<file path="config.mk">
export PLATFORM = sky130hd
export DESIGN_NAME = apb_master_n
export DESIGN_NICKNAME = d
export VERILOG_FILES = /design/src/rtl/apb_master_n.sv
export SDC_FILE = /design/constraint.sdc
export NUM_CORES = 1
export LEC_CHECK = 0
export CAP_MARGIN = 10
export CORE_AREA = 2 2 176 178
export DETAILED_ROUTE_END_ITERATION = 10
export DIE_AREA = 0 0 178 180
export MAX_ROUTING_LAYER = met4
export PLACE_DENSITY = 0.54
export SYNTH_ARGS = -nofsm -noshare
export SYNTH_HDL_FRONTEND = slang
export SYNTH_SLANG_ARGS = --single-unit
</file>
<file path="constraint.sdc">
create_clock -name PCLK -period 2.85 [get_ports PCLK]
set_input_delay 0.855 -clock PCLK [delete_from_list [all_inputs] [get_ports PCLK]]
set_output_delay 0.855 -clock PCLK [all_outputs]
set_load 0.05 [all_outputs]
</file>
<file path="src/rtl/apb_master_n.sv">
// apb_master_n: core bus (transfer/ready) to APB3 bridge with arithmetic region decode.
// Optional PREADY watchdog is compiled in when APB_MASTER_TIMEOUT_EN is defined.
module apb_master_n #(
    parameter int                ADDR_W         = 32,
    parameter int                DATA_W         = 32,
    parameter int                NUM_SLAVES     = 8,
    parameter logic [ADDR_W-1:0] BASE_ADDR      = ADDR_W'(32'h1000_0000),
    parameter int                REGION_BITS    = 12,
    parameter int                TIMEOUT_CYCLES = 255
) (
    input  logic                         PCLK,
    input  logic                         PRESET,
    input  logic                         transfer,
    input  logic                         write,
    input  logic [ADDR_W-1:0]            addr,
    input  logic [DATA_W-1:0]            wdata,
    output logic                         ready,
    output logic [DATA_W-1:0]            rdata,
    output logic                         err,
    output logic [ADDR_W-1:0]            PADDR,
    output logic [DATA_W-1:0]            PWDATA,
    output logic                         PWRITE,
    output logic                         PENABLE,
    output logic [NUM_SLAVES-1:0]        PSEL,
    input  logic [NUM_SLAVES*DATA_W-1:0] PRDATA,
    input  logic [NUM_SLAVES-1:0]        PREADY,
    input  logic [NUM_SLAVES-1:0]        PSLVERR
);

    generate
        if (NUM_SLAVES < 1 || NUM_SLAVES > 16) begin : g_bad_num_slaves
            $error("apb_master_n: NUM_SLAVES must be in 1..16");
        end
        if (TIMEOUT_CYCLES < 1 || TIMEOUT_CYCLES > 65535) begin : g_bad_timeout
            $error("apb_master_n: TIMEOUT_CYCLES must be in 1..65535");
        end
    endgenerate

    typedef enum logic [1:0] {
        ST_IDLE   = 2'd0,
        ST_SETUP  = 2'd1,
        ST_ACCESS = 2'd2
    } state_t;

    state_t                  state_q,   state_d;
    logic [3:0]              idx_q,     idx_d;
    logic                    hit_q,     hit_d;
    logic [ADDR_W-1:0]       paddr_q,   paddr_d;
    logic [DATA_W-1:0]       pwdata_q,  pwdata_d;
    logic                    pwrite_q,  pwrite_d;
    logic                    penable_q, penable_d;
    logic [NUM_SLAVES-1:0]   psel_q,    psel_d;

    logic [ADDR_W-1:0]       off_s;
    logic [ADDR_W-1:0]       idx_full_s;
    logic                    dec_hit_s;
    logic [3:0]              dec_idx_s;
    logic [NUM_SLAVES-1:0]   dec_onehot_s;
    logic                    sel_ready_s;
    logic                    sel_err_s;
    logic [DATA_W-1:0]       sel_rdata_s;
    logic                    tmo_hit_s;
    logic                    done_s;
    logic                    load_s;

    // Addresses below BASE_ADDR wrap to a huge offset, so the lower-bound test is explicit.
    assign off_s      = addr - BASE_ADDR;
    assign idx_full_s = off_s >> REGION_BITS;
    assign dec_hit_s  = (addr >= BASE_ADDR) && (idx_full_s < ADDR_W'(NUM_SLAVES));
    assign dec_idx_s  = idx_full_s[3:0];

    // Select-line pattern for the incoming request and response mux for the latched slave.
    always_comb begin
        dec_onehot_s = '0;
        sel_ready_s  = 1'b0;
        sel_err_s    = 1'b0;
        sel_rdata_s  = '0;
        for (int i = 0; i < NUM_SLAVES; i++) begin
            dec_onehot_s[i] = dec_hit_s && (dec_idx_s == 4'(i));
            sel_ready_s     = (idx_q == 4'(i)) ? PREADY[i]  : sel_ready_s;
            sel_err_s       = (idx_q == 4'(i)) ? PSLVERR[i] : sel_err_s;
            sel_rdata_s     = (idx_q == 4'(i)) ? PRDATA[i*DATA_W +: DATA_W] : sel_rdata_s;
        end
    end

`ifdef APB_MASTER_TIMEOUT_EN
    logic [15:0] tmo_cnt_q, tmo_cnt_d;

    assign tmo_hit_s = (tmo_cnt_q == 16'(TIMEOUT_CYCLES - 1)) && !sel_ready_s;
    assign tmo_cnt_d = ((state_q == ST_ACCESS) && !done_s) ? (tmo_cnt_q + 16'd1) : 16'd0;

    // Watchdog counter of non-completing ACCESS cycles.
    always_ff @(posedge PCLK) begin
        if (!PRESET) begin
            tmo_cnt_q <= 16'd0;
        end else begin
            tmo_cnt_q <= tmo_cnt_d;
        end
    end
`else
    assign tmo_hit_s = 1'b0;
`endif

    // A miss completes immediately; a timeout completes with the slave still not ready.
    assign done_s = (state_q == ST_ACCESS) && (!hit_q || sel_ready_s || tmo_hit_s);
    assign load_s = transfer && ((state_q == ST_IDLE) || done_s);

    assign ready = done_s;
    assign rdata = (done_s && hit_q && sel_ready_s && !pwrite_q) ? sel_rdata_s : '0;
    assign err   = done_s && (!hit_q || !sel_ready_s || sel_err_s);

    // Next-state and APB output sequencing.
    always_comb begin
        state_d   = state_q;
        psel_d    = psel_q;
        penable_d = penable_q;
        case (state_q)
            ST_IDLE: begin
                state_d = transfer ? ST_SETUP : ST_IDLE;
            end
            ST_SETUP: begin
                state_d   = ST_ACCESS;
                penable_d = 1'b1;
            end
            ST_ACCESS: begin
                state_d   = done_s ? (transfer ? ST_SETUP : ST_IDLE) : ST_ACCESS;
                penable_d = !done_s;
                psel_d    = done_s ? '0 : psel_q;
            end
            default: begin
                state_d   = ST_IDLE;
                psel_d    = '0;
                penable_d = 1'b0;
            end
        endcase
        idx_d    = load_s ? dec_idx_s    : idx_q;
        hit_d    = load_s ? dec_hit_s    : hit_q;
        paddr_d  = load_s ? addr         : paddr_q;
        pwdata_d = load_s ? wdata        : pwdata_q;
        pwrite_d = load_s ? write        : pwrite_q;
        psel_d   = load_s ? dec_onehot_s : psel_d;
    end

    // State and request registers.
    always_ff @(posedge PCLK) begin
        if (!PRESET) begin
            state_q   <= ST_IDLE;
            idx_q     <= 4'd0;
            hit_q     <= 1'b0;
            paddr_q   <= '0;
            pwdata_q  <= '0;
            pwrite_q  <= 1'b0;
            penable_q <= 1'b0;
            psel_q    <= '0;
        end else begin
            state_q   <= state_d;
            idx_q     <= idx_d;
            hit_q     <= hit_d;
            paddr_q   <= paddr_d;
            pwdata_q  <= pwdata_d;
            pwrite_q  <= pwrite_d;
            penable_q <= penable_d;
            psel_q    <= psel_d;
        end
    end

    assign PADDR   = paddr_q;
    assign PWDATA  = pwdata_q;
    assign PWRITE  = pwrite_q;
    assign PENABLE = penable_q;
    assign PSEL    = psel_q;

endmodule

</file>
== Yosys cells after proc, flatten, opt, wreduce, memory -nomap -nowiden ==
Index checks and enable logic that the tools add are counted.

* Multiplexer cells: 32
* Equal/unequal tests: 18
* $add $sub $neg: 1
* Reductions and logical operators: 28
* $lt $le $gt $ge: 2

{| class="wikitable"
|+ Operators with widths
! kind !! count
|-
| $mux W32 || 9
|-
| $eq A4 B3 Y1 const B || 8
|-
| $ge A32 B29 Y1 const B || 1
|-
| $sub A32 B29 Y32 const B || 1
|-
| $lt A20 B4 Y1 const B || 1
|-
| $mux W1 || 17
|-
| $eq A4 B2 Y1 const B || 4
|-
| $mux W8 || 2
|-
| $pmux W8 S2 || 1
|-
| $logic_and A1 B1 Y1 || 15
|-
| $eq A4 B1 Y1 const B || 2
|-
| $logic_not A4 Y1 || 2
|-
| $pmux W2 S3 || 1
|-
| $logic_not A1 Y1 || 4
|-
| $logic_or A1 B1 Y1 || 4
|-
| $ne A3 B3 Y1 const B || 1
|-
| $pmux W1 S3 || 1
|-
| $eq A2 B1 Y1 const B || 1
|-
| $eq A2 B2 Y1 const B || 1
|-
| $logic_not A2 Y1 || 1
|-
| $mux W2 || 1
|-
| $ne A2 B1 Y1 const B || 1
|-
| $reduce_and A2 Y1 || 1
|-
| $reduce_or A2 Y1 || 1
|}

* Bits of input ports: 340
* Register bits after elaboration: 81

== Depth between registers and ports, before layout ==
Gate-level depths: netlist (run 1).

* Word-level depth: 15
* Depth in mapped cells: 9

== Worst setup path before layout (run 1) ==
No wires, ideal clock.

* Path kind: register to output
* Start: register idx_q[1]
* End: output port rdata[10]
* Stages on the path, launching flop included: 8
* Arrival time: 3.048 ns
* Setup slack: -1.053 ns
* Required time: 1.995 ns
* Buffers on the path: 2
* Path through: dfxtp_1 buf_2 nand2_1 nor2_1 a22oi_1 a211o_1 buf_1 nor3_1

* Longest elaborated chain between the ends: 15
* Elaborated cells on any way between the ends: 30
* Classes of those cells: eq/ne (7); mux (17); reduce/logical (6)

{| class="wikitable"
|+ Ends and longest elaborated chain
! what !! line !! text
|-
| from (decl) || 46 || <nowiki>logic [3:0] idx_q, idx_d;</nowiki>
|-
| from (signal assigned) || 157 || <nowiki>idx_q <= idx_d;</nowiki>
|-
| $logic_not A4 Y1 || 80, 82 ||
|-
| $mux W1 (8 in series) || 80 || <nowiki>sel_ready_s = (idx_q == 4'(i)) ? PREADY[i] : sel_ready_s;</nowiki>
|-
| $logic_or A1 B1 Y1 || 105 || <nowiki>assign done_s = (state_q == ST_ACCESS) && (!hit_q || sel_ready_s || tmo_hit_s);</nowiki>
|-
| $logic_and A1 B1 Y1 || 105 ||
|-
| $logic_and A1 B1 Y1 (3 in series) || 109 || <nowiki>assign rdata = (done_s && hit_q && sel_ready_s && !pwrite_q) ? sel_rdata_s : '0;</nowiki>
|-
| $mux W32 * || 109 ||
|-
| to (decl) || 18 || <nowiki>output logic [DATA_W-1:0] rdata,</nowiki>
|}

Mark *: on every way between the ends. The rest lies on a longest branch, timed or not.

== Final worst setup path (run 1) ==
* Start: input port PREADY[4]
* End: output port rdata[4]

* Longest elaborated chain between the ends: 10

{| class="wikitable"
|+ Ends and longest elaborated chain
! what !! line !! text
|-
| from (decl) || 26 || <nowiki>input logic [NUM_SLAVES-1:0] PREADY,</nowiki>
|-
| $mux W1 * (4 in series) || 80 ||
|-
| $logic_or A1 B1 Y1 || 105 ||
|-
| $logic_and A1 B1 Y1 || 105 ||
|-
| $logic_and A1 B1 Y1 || 109 ||
|-
| $logic_and A1 B1 Y1 * (2 in series) || 109 ||
|-
| $mux W32 * || 109 ||
|}

Marked as above.

==> run_summary.xml, run 1 <==
<?xml version="1.0" encoding="UTF-8"?>
<metrics>
  <group name="clocking">
    <metric name="clk_pin_slew" unit="ns">0.05</metric>
    <metric name="clock_tree_from_tritoncts" unit="">built</metric>
    <metric name="hold_buffers" unit="">0</metric>
    <metric name="cts.sink_count" unit="">77</metric>
    <metric name="clock_tree.root_cell" unit="">sky130_fd_sc_hd__clkbuf_16</metric>
    <metric name="clockBufferDepth" unit="">2</metric>
    <metric name="worst_skew_pair.late_latency" unit="ns">0.34</metric>
    <metric name="number_of_buffers_inserted_during_clock_tree_synthesis" unit="">9</metric>
    <metric name="cts_htree_levels" unit="">3</metric>
  </group>
  <group name="detailed_routing">
    <metric name="drt-wirelength-per-cell" unit="um">19.7</metric>
    <metric name="vias" unit="">7545</metric>
    <metric name="vias_per_cell" unit="">4.60</metric>
    <metric name="detail_route.iter0.violations" unit="">269</metric>
    <metric name="detailedRoute.firstPassIterationCount" unit="">4</metric>
    <metric name="final_antenna_net_count" unit="">0</metric>
    <metric name="routed_wl" unit="um">32400</metric>
    <metric name="remaining_drc_errors" unit="">0</metric>
  </group>
  <group name="sta">
    <metric name="fin_worst_hold_slack" unit="ns">0.458</metric>
    <metric name="worst_slew_margin_rel" unit="">0.539</metric>
    <metric name="fmax" unit="GHz">0.302</metric>
    <metric name="worstMarginPinSlew" unit="ns">0.690</metric>
    <metric name="finalSetupTns" unit="ns">-13.37</metric>
    <metric name="min_period_over_period" unit="">1.16</metric>
    <metric name="finalSetupViolCount" unit="">34</metric>
    <metric name="final_max_slew_viol_count" unit="">0</metric>
    <metric name="timing.final.hold_violations" unit="">0</metric>
    <metric name="period_minus_slack" unit="ns">3.31</metric>
    <metric name="skew" unit="ns">0.00561</metric>
    <metric name="setup_slack" unit="ns">-0.463</metric>
    <metric name="rsz_0062_raised_after_global_routing" unit="">true</metric>
  </group>
  <group name="synthesis">
    <metric name="synth_ff_type" unit="">sky130_fd_sc_hd__dfxtp_1</metric>
    <metric name="ys_seq_area_frac" unit="">0.315</metric>
    <metric name="synthArstFlopShare" unit="">0</metric>
    <metric name="synth.yosys.warnings" unit="">0</metric>
    <metric name="syn-num-nets" unit="">1034</metric>
    <metric name="synth_top_cell_by_area" unit="">sky130_fd_sc_hd__dfxtp_1</metric>
    <metric name="synth.lib_cells_used.distinct" unit="">50</metric>
    <metric name="yosysTopAreaCellShare" unit="">0.315</metric>
    <metric name="synthesis.instances" unit="">690</metric>
    <metric name="synth.cells.most_frequent" unit="">sky130_fd_sc_hd__dfxtp_1, sky130_fd_sc_hd__nand2_1, sky130_fd_sc_hd__nor2_1</metric>
    <metric name="synth.top_cells.by_area" unit="">sky130_fd_sc_hd__dfxtp_1, sky130_fd_sc_hd__nand3_1, sky130_fd_sc_hd__a22o_1</metric>
    <metric name="syn-mean-instance-area" unit="um^2">7.10</metric>
    <metric name="synth_seq_cells" unit="">77</metric>
    <metric name="syn_area" unit="mm^2">0.00490</metric>
    <metric name="count_of_flip_flops_with_a_built_in_enable_after_synthesis" unit="">0</metric>
  </group>
  <group name="power_and_ir_drop">
    <metric name="combinationalPowerShare" unit="">0.428</metric>
    <metric name="internal-power" unit="mW">2.79</metric>
    <metric name="clockPowerShare" unit="">0.285</metric>
    <metric name="p_leak" unit="nW">4.60</metric>
    <metric name="sw_frac_of_total" unit="">0.325</metric>
    <metric name="report.power.total" unit="mW">4.14</metric>
    <metric name="net-switching-power" unit="mW">1.34</metric>
    <metric name="power.density" unit="mW/mm^2">330</metric>
    <metric name="peak_supply_drop" unit="V">0.000309</metric>
    <metric name="power_frac_seq" unit="">0.287</metric>
  </group>
  <group name="floorplanning">
    <metric name="die_height" unit="um">180</metric>
    <metric name="die_width" unit="um">178</metric>
    <metric name="floorplan.initialDensity" unit="">0.162</metric>
    <metric name="io-pin-count" unit="">448</metric>
    <metric name="core_region_area" unit="mm^2">0.0302</metric>
    <metric name="rows" unit="">64</metric>
    <metric name="dieArea" unit="mm^2">0.0320</metric>
  </group>
  <group name="critical_path">
    <metric name="timing.critical_path.slowest_stage_cell" unit="">sky130_fd_sc_hd__a211o_4</metric>
    <metric name="worstPathBufferInverterCount" unit="">5</metric>
    <metric name="worstPathCellList" unit="">dlygate4sd2_1, mux2i_1, o21ai_1, o21ai_2, a211o_4, buf_12, buf_12, buf_4, a31oi_4, buf_12</metric>
    <metric name="critical_path.max_fanout" unit="">5</metric>
    <metric name="critical_path.endpoint_type" unit="">output port</metric>
    <metric name="timing.setup.critical_path_class" unit="">in2out</metric>
    <metric name="critical-path-top-cell-by-count" unit="">sky130_fd_sc_hd__buf_12</metric>
    <metric name="critical_path.max_stage_delay" unit="ns">0.38</metric>
    <metric name="cpLargestDelayFamily" unit="">compound AO/OA/AOI/OAI gates</metric>
    <metric name="setup.worst_path.start_class" unit="">primary input</metric>
    <metric name="critical_path_required" unit="ns">2.00</metric>
    <metric name="worst_ep_arrival_time" unit="ns">2.46</metric>
    <metric name="total_number_of_cells_along_the_worst_setup_path" unit="">10</metric>
    <metric name="depth_of_the_worst_register_to_register_path" unit="">10</metric>
  </group>
  <group name="final_layout">
    <metric name="drive_gt1_frac" unit="">0.248</metric>
    <metric name="synthToLayoutAreaGrowth" unit="%">156</metric>
    <metric name="layout.nets" unit="">1576</metric>
  </group>
  <group name="place">
    <metric name="routabilityCongestion" unit="">0.895</metric>
    <metric name="dp_worst_setup_slack" unit="ns">-0.752</metric>
    <metric name="io_buffers" unit="">447</metric>
    <metric name="hpwlAfterDp" unit="um">25900</metric>
  </group>
  <group name="outcome">
    <metric name="violations_in_the_final_reports" unit="">setup timing</metric>
    <metric name="outcome" unit="">complete, but fails checks</metric>
  </group>
  <group name="global_route">
    <metric name="globalRouteTotalUtil" unit="">0.197</metric>
    <metric name="grt-ovfl-total" unit="">0</metric>
    <metric name="antenna_violations_before_repair" unit="">10</metric>
    <metric name="grt_pass1_wl" unit="um">46400</metric>
    <metric name="first_global_vias" unit="">7705</metric>
    <metric name="grt_max_degree" unit="">77</metric>
  </group>
  <group name="min_path">
    <metric name="holdCritPathClass" unit="">reg2reg</metric>
    <metric name="worstHoldPathCells" unit="">2</metric>
  </group>
  <group name="job">
    <metric name="timing.max_cap.violations" unit="">0</metric>
  </group>
</metrics>
[power by group through the flow]
| stage | logic (mW) | registers [mW] | clock network, mW |
|---|---|---|---|
| after detailed placement | 1.66 | 1.21 | 0 |
| after global placement | 1.66 | 1.21 | 0 |
| after global routing | 1.88 | 1.20 | 1.26 |
| after CTS | 1.73 | 1.19 | 1.22 |
| final | 1.77 | 1.19 | 1.18 |
| after floorplan | 0.456 | 1.43 | 0 |
[worst register-to-register path: stages, from the launching register on]
cell and delay, ns:
sky130_fd_sc_hd__dfxtp_4 0.43, sky130_fd_sc_hd__buf_6 0.15, sky130_fd_sc_hd__mux2_4 0.30, sky130_fd_sc_hd__a22o_1 0.24, sky130_fd_sc_hd__o21ai_2 0.19, sky130_fd_sc_hd__buf_4 0.16
sky130_fd_sc_hd__nand3_1 0.09, sky130_fd_sc_hd__buf_4 0.17, sky130_fd_sc_hd__o31ai_4 0.20, sky130_fd_sc_hd__buf_4 0.19, sky130_fd_sc_hd__a22o_1 0.15
[placed cells by master (no fill, tap or decap), types with 3 or more instances in the layout]
cell / n
sky130_fd_sc_hd__o21ai_0: 61
sky130_fd_sc_hd__o22ai_1: 22
sky130_fd_sc_hd__nand2_1: 77
sky130_fd_sc_hd__o21ai_1: 8
sky130_fd_sc_hd__a22oi_1: 20
sky130_fd_sc_hd__dlygate4sd2_1: 4
sky130_fd_sc_hd__nor2_1: 68
sky130_fd_sc_hd__nand3_1: 69
sky130_fd_sc_hd__buf_2: 3
sky130_fd_sc_hd__a21oi_1: 20
sky130_fd_sc_hd__nor3_2: 9
sky130_fd_sc_hd__nor2_2: 4
sky130_fd_sc_hd__buf_12: 54
sky130_fd_sc_hd__o2bb2ai_1: 4
sky130_fd_sc_hd__ha_1: 4
sky130_fd_sc_hd__a2111oi_2: 11
sky130_fd_sc_hd__nor4_1: 3
sky130_fd_sc_hd__buf_6: 11
sky130_fd_sc_hd__nor3_1: 18
sky130_fd_sc_hd__a2111oi_4: 6
sky130_fd_sc_hd__buf_4: 120
sky130_fd_sc_hd__clkbuf_16: 9
sky130_fd_sc_hd__dfxtp_4: 4
sky130_fd_sc_hd__inv_1: 5
sky130_fd_sc_hd__a22o_1: 34
sky130_fd_sc_hd__a2111oi_1: 5
sky130_fd_sc_hd__a221oi_1: 8
sky130_fd_sc_hd__diode_2: 10
sky130_fd_sc_hd__a22o_4: 3
sky130_fd_sc_hd__clkdlybuf4s50_1: 402
sky130_fd_sc_hd__a21oi_2: 5
sky130_fd_sc_hd__nor2_4: 3
sky130_fd_sc_hd__nor2b_1: 3
sky130_fd_sc_hd__dfxtp_1: 73
sky130_fd_sc_hd__a31oi_4: 10
sky130_fd_sc_hd__nor3_4: 23
[state kept, by name (all words and copies together) (netlist names)]
name and count:
state_q 2, PWRITE 1, PENABLE 1, PSEL 8, idx_q 3, PADDR 29
hit_q 1, PWDATA 32
[logic make-up (layout without fill, tap and decap cells)]
logic type,after synthesis,count (layout),synth area share
compound gates,232,232,0.327
fa+ha+maj,4,4,0.0102
mux,2,2,0.00434
buf+inv,73,619,0.0603
simple gates,302,302,0.284
flops,77,77,0.315
other cells,0,10,0
[stage by stage]
step | instances | area, um^2 | utilization
after CTS | 1625 | 12300 | 0.408
final | 1642 | 12500 | 0.415
after floorplan | 690 | 5400 | -
after global placement | 1594 | 11600 | 0.383
after detailed placement | 1594 | 11600 | 0.383
after global routing | 1642 | 12500 | 0.415
[final timing paths]
path / start / end / slack (ns)
max: PREADY[4] / rdata[4] / -0.46
min: PADDR[18] / PADDR[18] / 0.46
max reg2reg: idx_q[0] / PSEL[0] / 0.52
min reg2reg: PADDR[18] / PADDR[18] / 0.46
[routing by layer]
layer	GRT usage	routed length, um	part of all wire	vias up
met5	-	0	0	-
met4	0.0803	1020	0.031	0
met3	0.0398	2570	0.079	51
met2	0.338	16300	0.50	352
met1	0.222	12500	0.39	3472
li1	-	-	-	3670
[area by class of cell]
type                       instances  area [um^2]
antenna                           10         25.0
sequential                        77         1560
inverter                           5         18.8
fill                            3014        17600
multi-input combinational        540         3870
clock inverter                     3         43.8
timing repair buffer             599         6270
tap                              396          495
clock buffer                      12          256
[what timing repair did]
action / 4_1_cts / 5_1_grt
pin swaps: 15 / 12
endpoints found under the setup margin: 34 / 34
resized for setup: 71 / 34
gates cloned: 3 / 0
setup buffers: 14 / 11
hold endpoints to repair: 0 / 0
(Power assumes the default switching activity.)
==> run 2: changes to the inputs <==
--- a/config.mk
+++ b/config.mk
@@ -6,11 +6,13 @@
 export NUM_CORES = 1
 export LEC_CHECK = 0
 export CAP_MARGIN = 10
-export CORE_AREA = 2 2 176 178
+export CELL_PAD_IN_SITES_DETAIL_PLACEMENT = 0
+export CELL_PAD_IN_SITES_GLOBAL_PLACEMENT = 2
+export CORE_AREA = 2 2 220 179
 export DETAILED_ROUTE_END_ITERATION = 10
-export DIE_AREA = 0 0 178 180
+export DIE_AREA = 0 0 222 181
 export MAX_ROUTING_LAYER = met4
-export PLACE_DENSITY = 0.54
+export PLACE_DENSITY = 0.81
 export SYNTH_ARGS = -nofsm -noshare
 export SYNTH_HDL_FRONTEND = slang
 export SYNTH_SLANG_ARGS = --single-unit
==> run 2 against run 1 <==
Compared with the run above:
- the run still ends with setup timing left
- design area is 0.15% higher
- first-iteration DRC count is 97% higher
- clock-buffer cell count is 2 lower
- worst setup slack better by 0.071 ns
- maximum frequency is 2.2% higher
- utilization is 8.4 points lower
- total power is 2.8% higher
- routed wire length is 7.0% higher
- register-to-register slack worse by 0.08 ns
- critical endpoint is now rdata[8]
==> run_summary.xml, run 2 (synthesis gave the netlist of run 1 again) <==
<?xml version="1.0" encoding="UTF-8"?>
<metrics>
  <group name="critical_path">
    <metric name="reg2reg_slack" unit="ns">0.44</metric>
    <metric name="worstPathCellList" unit="">clkdlybuf4s50_1, nor2_1, nor2_1, a21oi_1, nor3_2, a2111oi_4, nor3_4, buf_12</metric>
    <metric name="r2r_end" unit="">PADDR[6]</metric>
    <metric name="critical-path-top-cell-by-count" unit="">sky130_fd_sc_hd__nor2_1</metric>
    <metric name="worst_ep_arrival_time" unit="ns">2.39</metric>
    <metric name="cpLargestDelayFamily" unit="">buffers and inverters</metric>
    <metric name="timing.critical_path.slowest_stage_cell" unit="">sky130_fd_sc_hd__clkdlybuf4s50_1</metric>
    <metric name="worst_r2r_startpoint" unit="">idx_q[0]</metric>
    <metric name="critical_path_required" unit="ns">2.00</metric>
    <metric name="worstPathBufferInverterCount" unit="">2</metric>
    <metric name="critical_path.max_stage_delay" unit="ns">0.59</metric>
    <metric name="timing.setup.critical_path_class" unit="">in2out</metric>
    <metric name="critical_path.startpoint" unit="">PRDATA[8]</metric>
    <metric name="setup.worst_path.start_class" unit="">primary input</metric>
    <metric name="critical_path.endpoint_type" unit="">output port</metric>
    <metric name="critical_path.max_fanout" unit="">1</metric>
    <metric name="depth_of_the_worst_register_to_register_path" unit="">10</metric>
  </group>
  <group name="power_and_ir_drop">
    <metric name="power.density" unit="mW/mm^2">339</metric>
    <metric name="p_leak" unit="nW">4.51</metric>
    <metric name="peak_supply_drop" unit="V">0.000265</metric>
  </group>
  <group name="clocking">
    <metric name="clockBufferDepth" unit="">2</metric>
    <metric name="cts.sink_count" unit="">77</metric>
    <metric name="clock_tree_from_tritoncts" unit="">built</metric>
    <metric name="clk_pin_slew" unit="ns">0.06</metric>
    <metric name="number_of_buffers_inserted_during_clock_tree_synthesis" unit="">9</metric>
    <metric name="cts_htree_levels" unit="">3</metric>
    <metric name="hold_buffers" unit="">0</metric>
    <metric name="worst_skew_pair.late_latency" unit="ns">0.35</metric>
    <metric name="clock_tree.root_cell" unit="">sky130_fd_sc_hd__clkbuf_16</metric>
  </group>
  <group name="floorplanning">
    <metric name="die_width" unit="um">222</metric>
    <metric name="core_region_area" unit="mm^2">0.0379</metric>
    <metric name="io-pin-count" unit="">448</metric>
    <metric name="dieArea" unit="mm^2">0.0402</metric>
    <metric name="die_height" unit="um">181</metric>
    <metric name="floorplan.initialDensity" unit="">0.129</metric>
    <metric name="rows" unit="">64</metric>
  </group>
  <group name="place">
    <metric name="placement.cell_area" unit="mm^2">0.0116</metric>
    <metric name="hpwlAfterDp" unit="um">27800</metric>
    <metric name="place.detailed.instances" unit="">1674</metric>
    <metric name="dp_worst_setup_slack" unit="ns">-0.702</metric>
    <metric name="routabilityCongestion" unit="">0.966</metric>
    <metric name="io_buffers" unit="">447</metric>
  </group>
  <group name="detailed_routing">
    <metric name="remaining_drc_errors" unit="">0</metric>
    <metric name="detailedRoute.firstPassIterationCount" unit="">6</metric>
    <metric name="final_antenna_net_count" unit="">0</metric>
    <metric name="vias_per_cell" unit="">4.39</metric>
    <metric name="vias" unit="">7564</metric>
    <metric name="drt-wirelength-per-cell" unit="um">20.1</metric>
    <metric name="routed_wl" unit="um">34700</metric>
    <metric name="detail_route.iter0.violations" unit="">531</metric>
  </group>
  <group name="sta">
    <metric name="min_period_over_period" unit="">1.14</metric>
    <metric name="fin_worst_hold_slack" unit="ns">0.459</metric>
    <metric name="worstMarginPinSlew" unit="ns">0.619</metric>
    <metric name="skew" unit="ns">0.00895</metric>
    <metric name="finalSetupViolCount" unit="">34</metric>
    <metric name="timing.final.hold_violations" unit="">0</metric>
    <metric name="worst_slew_margin_rel" unit="">0.586</metric>
    <metric name="period_minus_slack" unit="ns">3.24</metric>
    <metric name="setup_slack" unit="ns">-0.393</metric>
    <metric name="fmax" unit="GHz">0.308</metric>
    <metric name="rsz_0062_raised_after_global_routing" unit="">true</metric>
    <metric name="final_max_slew_viol_count" unit="">0</metric>
  </group>
  <group name="outcome">
    <metric name="outcome" unit="">complete, but fails checks</metric>
    <metric name="violations_in_the_final_reports" unit="">setup timing</metric>
  </group>
  <group name="job">
    <metric name="timing.max_cap.violations" unit="">0</metric>
  </group>
  <group name="global_route">
    <metric name="first_global_vias" unit="">7606</metric>
    <metric name="grt_max_degree" unit="">73</metric>
    <metric name="globalRouteTotalUtil" unit="">0.170</metric>
    <metric name="antenna_violations_before_repair" unit="">13</metric>
    <metric name="grt_pass1_wl" unit="um">50200</metric>
    <metric name="grt-ovfl-total" unit="">0</metric>
  </group>
  <group name="final_layout">
    <metric name="layout.cells.most_common_list" unit="">sky130_fd_sc_hd__clkdlybuf4s50_1, sky130_fd_sc_hd__buf_4, sky130_fd_sc_hd__nand2_1, sky130_fd_sc_hd__dfxtp_1</metric>
    <metric name="fillers" unit="">3962</metric>
    <metric name="largest_reg_flops" unit="">32</metric>
    <metric name="multiInputGateArea" unit="mm^2">0.00394</metric>
    <metric name="finish.cell_count_without_fillers" unit="">1723</metric>
    <metric name="layout.nets" unit="">1555</metric>
    <metric name="drive_gt1_frac" unit="">0.239</metric>
    <metric name="sequential_cell_area" unit="mm^2">0.00156</metric>
    <metric name="synthToLayoutAreaGrowth" unit="%">156</metric>
    <metric name="layout_commonest_cell" unit="">sky130_fd_sc_hd__clkdlybuf4s50_1</metric>
    <metric name="final_cell_area" unit="mm^2">0.0126</metric>
  </group>
  <group name="min_path">
    <metric name="worstHoldPathCells" unit="">2</metric>
    <metric name="min-delay-start" unit="">PADDR[19]</metric>
    <metric name="min_delay_worst_endpoint" unit="">PADDR[19]</metric>
    <metric name="holdCritPathClass" unit="">reg2reg</metric>
  </group>
</metrics>
## run 2: metal layers
layer	share of wire	track usage
met5	0	-
met4	0.033	0.0678
met3	0.085	0.0483
met2	0.48	0.277
met1	0.40	0.198
## run 2: how the worst max path moves through the flow
| stage | endpoint | slack [ns] | cells after the start |
|---|---|---|---|
| 2_1_floorplan | rdata[0] | -0.21 | 6 |
| 3_3_place_gp | rdata[26] | -0.68 | 8 |
| 3_5_place_dp | rdata[26] | -0.70 | 8 |
| 4_1_cts | rdata[1] | -0.44 | 8 |
| 5_1_grt | rdata[29] | -0.48 | 9 |
| 6_report | rdata[8] | -0.39 | 8 |
## run 2: metrics by stage
step           power (mW)  utilization  setup TNS (ns)
2_1_floorplan        1.88            -           -6.13
3_3_place_gp         2.87        0.305          -24.73
3_5_place_dp         2.86        0.305          -27.72
4_1_cts              4.23        0.321          -12.78
5_1_grt              4.45        0.332          -14.10
6_report             4.25        0.332          -11.44
## run 2: cell type report
| class | instances | share of cell area |
|---|---|---|
| sequential | 77 | 0.124 |
| multi-input combinational | 540 | 0.314 |
| antenna | 12 | 0.00239 |
| clock inverter | 6 | 0.00747 |
| timing repair buffer | 578 | 0.483 |
| clock buffer | 10 | 0.0190 |
| tap | 495 | 0.0493 |
| inverter | 5 | 0.00149 |
## run 2: power by group
| group | switching [mW] | total [mW] | internal, mW |
|---|---|---|---|
| logic | 0.857 | 1.78 | 0.919 |
| registers | 0.0449 | 1.19 | 1.14 |
| clock network | 0.492 | 1.29 | 0.797 |
## run 2: repair_timing
action | CTS | global route
buffers inserted | 11 | 11
setup endpoints to repair | 34 | 34
pin swaps | 11 | 18
hold endpoints to repair | 0 | 0
cloned | 2 | 1
gates resized for setup | 61 | 48
## run 2: worst register-to-register path: stages, from the launching register on
cell                      delay [ns]
sky130_fd_sc_hd__dfxtp_4        0.41
sky130_fd_sc_hd__buf_6          0.14
sky130_fd_sc_hd__mux2_4         0.30
sky130_fd_sc_hd__a22o_1         0.24
sky130_fd_sc_hd__o21ai_2        0.18
sky130_fd_sc_hd__buf_4          0.16
sky130_fd_sc_hd__buf_4          0.11
sky130_fd_sc_hd__a41o_4         0.34
sky130_fd_sc_hd__buf_12         0.23
sky130_fd_sc_hd__nand3_1        0.13
sky130_fd_sc_hd__o21ai_0        0.09
